## config.mk

```make
export PLATFORM = sky130hd
export DESIGN_NAME = timer_lease_arbiter
export DESIGN_NICKNAME = d
export VERILOG_FILES = /design/src/rtl/timer_pkg.sv /design/src/rtl/rr_arbiter4.sv /design/src/rtl/timer_lease_arbiter.sv
export SDC_FILE = /design/constraint.sdc
export NUM_CORES = 1
export LEC_CHECK = 0
export BUFFER_PORTS_ARGS = -buffer_cell sky130_fd_sc_hd__buf_2
export CAP_MARGIN = 30
export CORE_AREA = 2 2 196 198
export CTS_CLUSTER_SIZE = 24
export DETAILED_ROUTE_END_ITERATION = 8
export DIE_AREA = 0 0 198 200
export GPL_ROUTABILITY_DRIVEN = 0
export PLACE_DENSITY = 0.5
export SYNTH_ARGS = -nofsm -noshare
export SYNTH_HDL_FRONTEND = slang
export SYNTH_SLANG_ARGS = --single-unit
```

## constraint.sdc

```tcl
create_clock -name clk -period 4.4 [get_ports clk]
set_input_delay 0.44 -clock clk [delete_from_list [all_inputs] [get_ports clk]]
set_output_delay 0.44 -clock clk [all_outputs]
set_load 0.02 [all_outputs]
```

## src/rtl/timer_pkg.sv

```systemverilog
// Shared constants for the timer lease arbiter: timer modes, FSM states,
// and small decode helpers.
package timer_pkg;

  localparam logic [1:0] MODE_OFF = 2'b00;
  localparam logic [1:0] MODE_INT = 2'b01;
  localparam logic [1:0] MODE_PWM = 2'b10;

  typedef enum logic [1:0] {
    ST_IDLE,
    ST_SETUP,
    ST_RUN
  } state_t;

  function automatic logic mode_valid(input logic [1:0] mode);
    return (mode == MODE_INT) || (mode == MODE_PWM);
  endfunction

  function automatic logic [1:0] onehot_to_idx(input logic [3:0] oh);
    logic [1:0] idx;
    idx = '0;
    for (int unsigned i = 0; i < 4; i++) begin
      if (oh[i]) idx = 2'(i);
    end
    return idx;
  endfunction

endpackage

```

## src/rtl/rr_arbiter4.sv

```systemverilog
// Combinational 4-way round-robin pick: search starts at last_owner+1.
module rr_arbiter4
  import timer_pkg::*;
(
  input  logic [3:0] eligible,
  input  logic [1:0] last_owner,
  output logic [3:0] grant
);

  logic       found;
  logic [1:0] idx;

  always_comb begin
    grant = '0;
    found = 1'b0;
    idx   = '0;
    for (int unsigned k = 1; k <= 4; k++) begin
      idx = 2'(32'(last_owner) + k);
      if (!found && eligible[idx]) begin
        grant[idx] = 1'b1;
        found      = 1'b1;
      end
    end
  end

endmodule

```

## src/rtl/timer_lease_arbiter.sv

```systemverilog
// Leases one shared timer/counter to one of four requesters at a time,
// driving its mode and configuration for the duration of the lease.
module timer_lease_arbiter
  import timer_pkg::*;
#(
  parameter int unsigned LEASE_CYCLES = 0
) (
  input  logic         clk,
  input  logic         reset,
  input  logic [3:0]   req,
  input  logic [7:0]   req_mode,
  input  logic [127:0] req_prescalor,
  input  logic [127:0] req_max_count,
  input  logic [127:0] req_compare,
  // "release" is a reserved word, hence the short name
  input  logic [3:0]   rel,
  input  logic         timer_int,
  output logic [3:0]   gnt,
  output logic [1:0]   control,
  output logic [31:0]  prescalor,
  output logic [31:0]  max_count,
  output logic [31:0]  compare,
  output logic [3:0]   done,
  output logic         busy
);

  state_t      state;
  logic [1:0]  last_owner;
  logic [1:0]  owner;
  logic [1:0]  mode_q;
  logic [31:0] run_cnt;
  logic        tint_q;
  logic [3:0]  eligible;
  logic [3:0]  pick;
  logic [1:0]  sel;
  logic        int_done;
  logic        abort;
  logic        timeout;

  always_comb begin
    eligible = '0;
    for (int unsigned i = 0; i < 4; i++) begin
      eligible[i] = req[i] & mode_valid(req_mode[2*i +: 2]);
    end
  end

  rr_arbiter4 u_rr (
    .eligible   (eligible),
    .last_owner (last_owner),
    .grant      (pick)
  );

  always_comb begin
    sel      = onehot_to_idx(pick);
    int_done = (mode_q == MODE_INT) && timer_int && !tint_q;
    abort    = rel[owner] || !req[owner];
    timeout  = (mode_q == MODE_PWM) && (LEASE_CYCLES != 0) &&
               (run_cnt == 32'(LEASE_CYCLES - 1));
  end

  always_ff @(posedge clk) begin
    if (reset) begin
      state      <= ST_IDLE;
      gnt        <= '0;
      done       <= '0;
      busy       <= 1'b0;
      control    <= MODE_OFF;
      prescalor  <= '0;
      max_count  <= '0;
      compare    <= '0;
      run_cnt    <= '0;
      tint_q     <= 1'b0;
      last_owner <= 2'd3;
      owner      <= '0;
      mode_q     <= MODE_OFF;
    end else begin
      done <= '0;
      case (state)
        ST_IDLE: begin
          tint_q <= 1'b0;
          if (|eligible) begin
            owner     <= sel;
            gnt       <= pick;
            mode_q    <= req_mode[2*sel +: 2];
            prescalor <= req_prescalor[32*sel +: 32];
            max_count <= req_max_count[32*sel +: 32];
            compare   <= req_compare[32*sel +: 32];
            run_cnt   <= '0;
            busy      <= 1'b1;
            state     <= ST_SETUP;
          end
        end
        // control stays off for this cycle so the timer sees a mode change
        ST_SETUP: begin
          tint_q  <= 1'b0;
          control <= mode_q;
          state   <= ST_RUN;
        end
        ST_RUN: begin
          tint_q <= timer_int;
          if (int_done || abort || timeout) begin
            if (int_done) done[owner] <= 1'b1;
            gnt        <= '0;
            control    <= MODE_OFF;
            prescalor  <= '0;
            max_count  <= '0;
            compare    <= '0;
            busy       <= 1'b0;
            last_owner <= owner;
            state      <= ST_IDLE;
          end else begin
            run_cnt <= run_cnt + 32'd1;
          end
        end
        default: state <= ST_IDLE;
      endcase
    end
  end

endmodule
```

==> metrics.txt <==
status=completed; RR Endpoint=max_count[20]; Peak Freq=260.8 MHz; Post-CTS Setup Inserts=0; Die Y=200 um; CTS Hold Bufs=0; I/O pin count=510; Util after Layout=28.87%; CTS root buffer=clkbuf_16; min Tclk post-route=3.834 ns; first-pass GRT wire length=between 50,000 and 60,000 um; clk_skew=between 0.009 and 0.01 ns; Via density=just over 5; Slew Viols, Final=0; Buf/Inv on CP=2; hold_ws=~0.24 ns; Post-synth top flop=dfxtp_1; post-synthesis instance total=850; core area=0.03740 mm2; hold endpoint=compare[28]; worst hold stages=3; row cnt=between 70 and 80; post-synth top area cell=dfxtp_1; Tot Pwr=~4.7 mW; CP Cell Sequence=inv_1 > ha_1 > nand2b_1 > o221ai_1 > o22a_1 > o21ai_0 > or3_4 > buf_12 > a221oi_1 > o21ai_1; critical-path maximum fanout=48; Pleak=4.844 nW; Synthesis Warnings=0; initial DRC count=slightly below 600; cts bufs inserted=17; Met1 Wirelength=16,000 um; pin count of the biggest net entering global routing=97; met3 routed WL=3095 um; clock sink total=116; reg2reg start=last_owner[1]; Mapped Nets=between 1,000 and 1,500; DIE WIDTH=a little under 200 um; async set-reset flop share out of synthesis=0%; HP Start=req_compare[124]; cell area after synthesis=0.007184 mm2; number of global-route vias before repair=roughly 9,000; Worst-path clk slew=about 0.060 ns; PwrDens=between 400 and 500 mW/mm2; H-tree levels=4; post-CTS sizing=0; Slew @ Worst Pin=just over 1 ns; # DRC=0; Setup crit start kind=register; Antenna Nets Post-Route=0; Tcrit/Tclk final=87.14%; Max Used Layer=met5; # setup viols final=0; Starting Density=slightly below 20%; antenna violations before repair=7; EDFF count, synth=0; HPWL after DPL=~27,000 um; routed wire length=around 38,000 um; Synth Area per Inst=roughly 8.5 um2; RSZ-0062 raised after global routing=no; Slowest-stage cell, CP=or3_4; CP max stage delay=a little under 0.6 ns; min-delay worst type=input port to register; setup TNS=0 ns; CTS tree=done; wire per inst=20.83 um; R2R Setup Slk=~0.57 ns; Buffers on Ports=roughly 510; cell family with most CP delay=compound AO/OA/AOI/OAI gates; CP Class=register to register; ranking of synthesized cells by area=dfxtp_1 32%, a22oi_1 10%, a221oi_1 9.3%, and3_1 8.4%, o21ai_0 7.1%; Total GRT Usage=between 10% and 20%; max-cap violation count=0; clock buffer depth=2; register area share after synthesis=roughly 32%; maximum vdd ir drop=255.1 uV; Slew HR=32.23%; first-pass iteration count of the detailed router=5; WP data arrival=between 4 and 5 ns; die area=slightly below 0.04 mm2; r2r worst-path depth=10; share of the synthesized area in the top cell type=32.32%; Hold Fails Final Rpt=0; Met2 Routed Length=about 18,000 um; worst-skew pair later-pin latency=0.44 ns; fin nets=1,709; via count=roughly 9,300; area delta synth->final=50.30%; Distinct cells, synth=59; synthesized flop and latch total=116; share of layout cells above drive strength 1=45.69%; Crit path required time=4.72 ns; GRT Residual Overflow=0; Setup crit end kind=register
## layout by cell type (no fill, tap or decap), drive strengths merged, types with 3 or more instances in the layout
master and n:
a22oi 99, a221oi 96, nor3 4, clkinv 5, dfxtp 116, nand3 4
o211ai 10, nor2 12, nand2 10, a21oi 7, mux2i 3, clkinvlp 4
nor2b 4, o2bb2ai 3, nand2b 8, o21ai 198, xor2 4, buf 527
ha 8, inv 19, and3 96, a2111oi 9, and2 4, xnor2 4
diode 5, clkbuf 20, nor3b 3
## Yosys cell counts (3+ instances only)
cell type  count
dfxtp_1      116
o21ai_0      102
a22oi_1       99
and3_1        96
o21ai_1       96
a221oi_1      76
clkbuf_1      62
buf_2         27
a221oi_2      20
inv_1         18
nor2_1        11
nand2_1       10
o211ai_1      10
ha_1           8
nand2b_1       8
buf_4          7
a2111oi_0      6
a21oi_1        6
and2_1         4
nand3_1        4
nor2b_1        4
xnor2_1        4
xor2_1         4
nor3_1         3
o2bb2ai_1      3
## worst max path at each step
stage,start,end,slack [ns],cells past startpoint
after floorplan,last_owner[0],prescalor[13],1.24,12
after global placement,last_owner[1],max_count[20],0.81,10
after detailed placement,last_owner[1],max_count[20],0.68,10
after CTS,last_owner[1],max_count[20],0.64,10
after global routing,last_owner[1],max_count[12],0.35,10
final,last_owner[1],max_count[20],0.57,10
## registers in the layout, summed over array words and instances, names as in the netlist, 4 cells and up
name,count
compare,32
max_count,32
prescalor,32
done,4
gnt,4
## per-stage QoR
| stage | instances | instance area (um2) | worst slack [ns] |
|---|---|---|---|
| 4_1_cts | 1822 | 10790 | 0.6431 |
| 3_3_place_gp | 1790 | 10190 | 0.8051 |
| 3_5_place_dp | 1790 | 10190 | 0.6760 |
| 5_1_grt | 1824 | 10790 | 0.3546 |
| 2_1_floorplan | 850 | 7184 | 1.240 |
| 6_report | 1827 | 10800 | 0.5660 |
## power breakdown
part	switching, mW	internal, mW	total (mW)
combinational	1.15	0.708	1.86
sequential	0.142	1.28	1.42
clock	0.578	0.876	1.45
## worst register-to-register path: stages (launching register included)
cell and delay (ns):
dfxtp_1 0.57, inv_1 0.22, ha_1 0.44, nand2b_1 0.20, o221ai_1 0.39, o22a_1 0.28, o21ai_0 0.16, or3_4 0.58
buf_12 0.24, a221oi_1 0.52, o21ai_1 0.11
## layout make-up
type / instances / area (um2)
repair buffers: 527 / 2770
multi-input cells: 618 / 4392
diodes: 5 / 12.51
inverters: 18 / 67.56
flip-flops and latches: 116 / 2322
well taps: 511 / 639.4
fillers: 4115 / 26600
clock inverters: 12 / 127.6
clock buffers: 20 / 466.7
## cells by family after synthesis
| logic type | Yosys count | share of synthesized area (%) |
|---|---|---|
| compound gates | 445 | 44.03 |
| simple gates | 152 | 12.96 |
| buf+inv | 116 | 7.105 |
| flops | 116 | 32.32 |
| xor+xnor | 8 | 0.9752 |
| fa+ha+maj | 8 | 1.393 |
| mux | 5 | 1.219 |
## metal layers
| layer | vias to the layer above | global-route usage [%] |
|---|---|---|
| li1 | 4293 | - |
| met4 | 4 | 8.104 |
| met1 | 4446 | 22.26 |
| met5 | - | 0 |
| met2 | 494 | 29.84 |
| met3 | 60 | 4.536 |
Note: power is estimated with default switching activity, not from simulation.
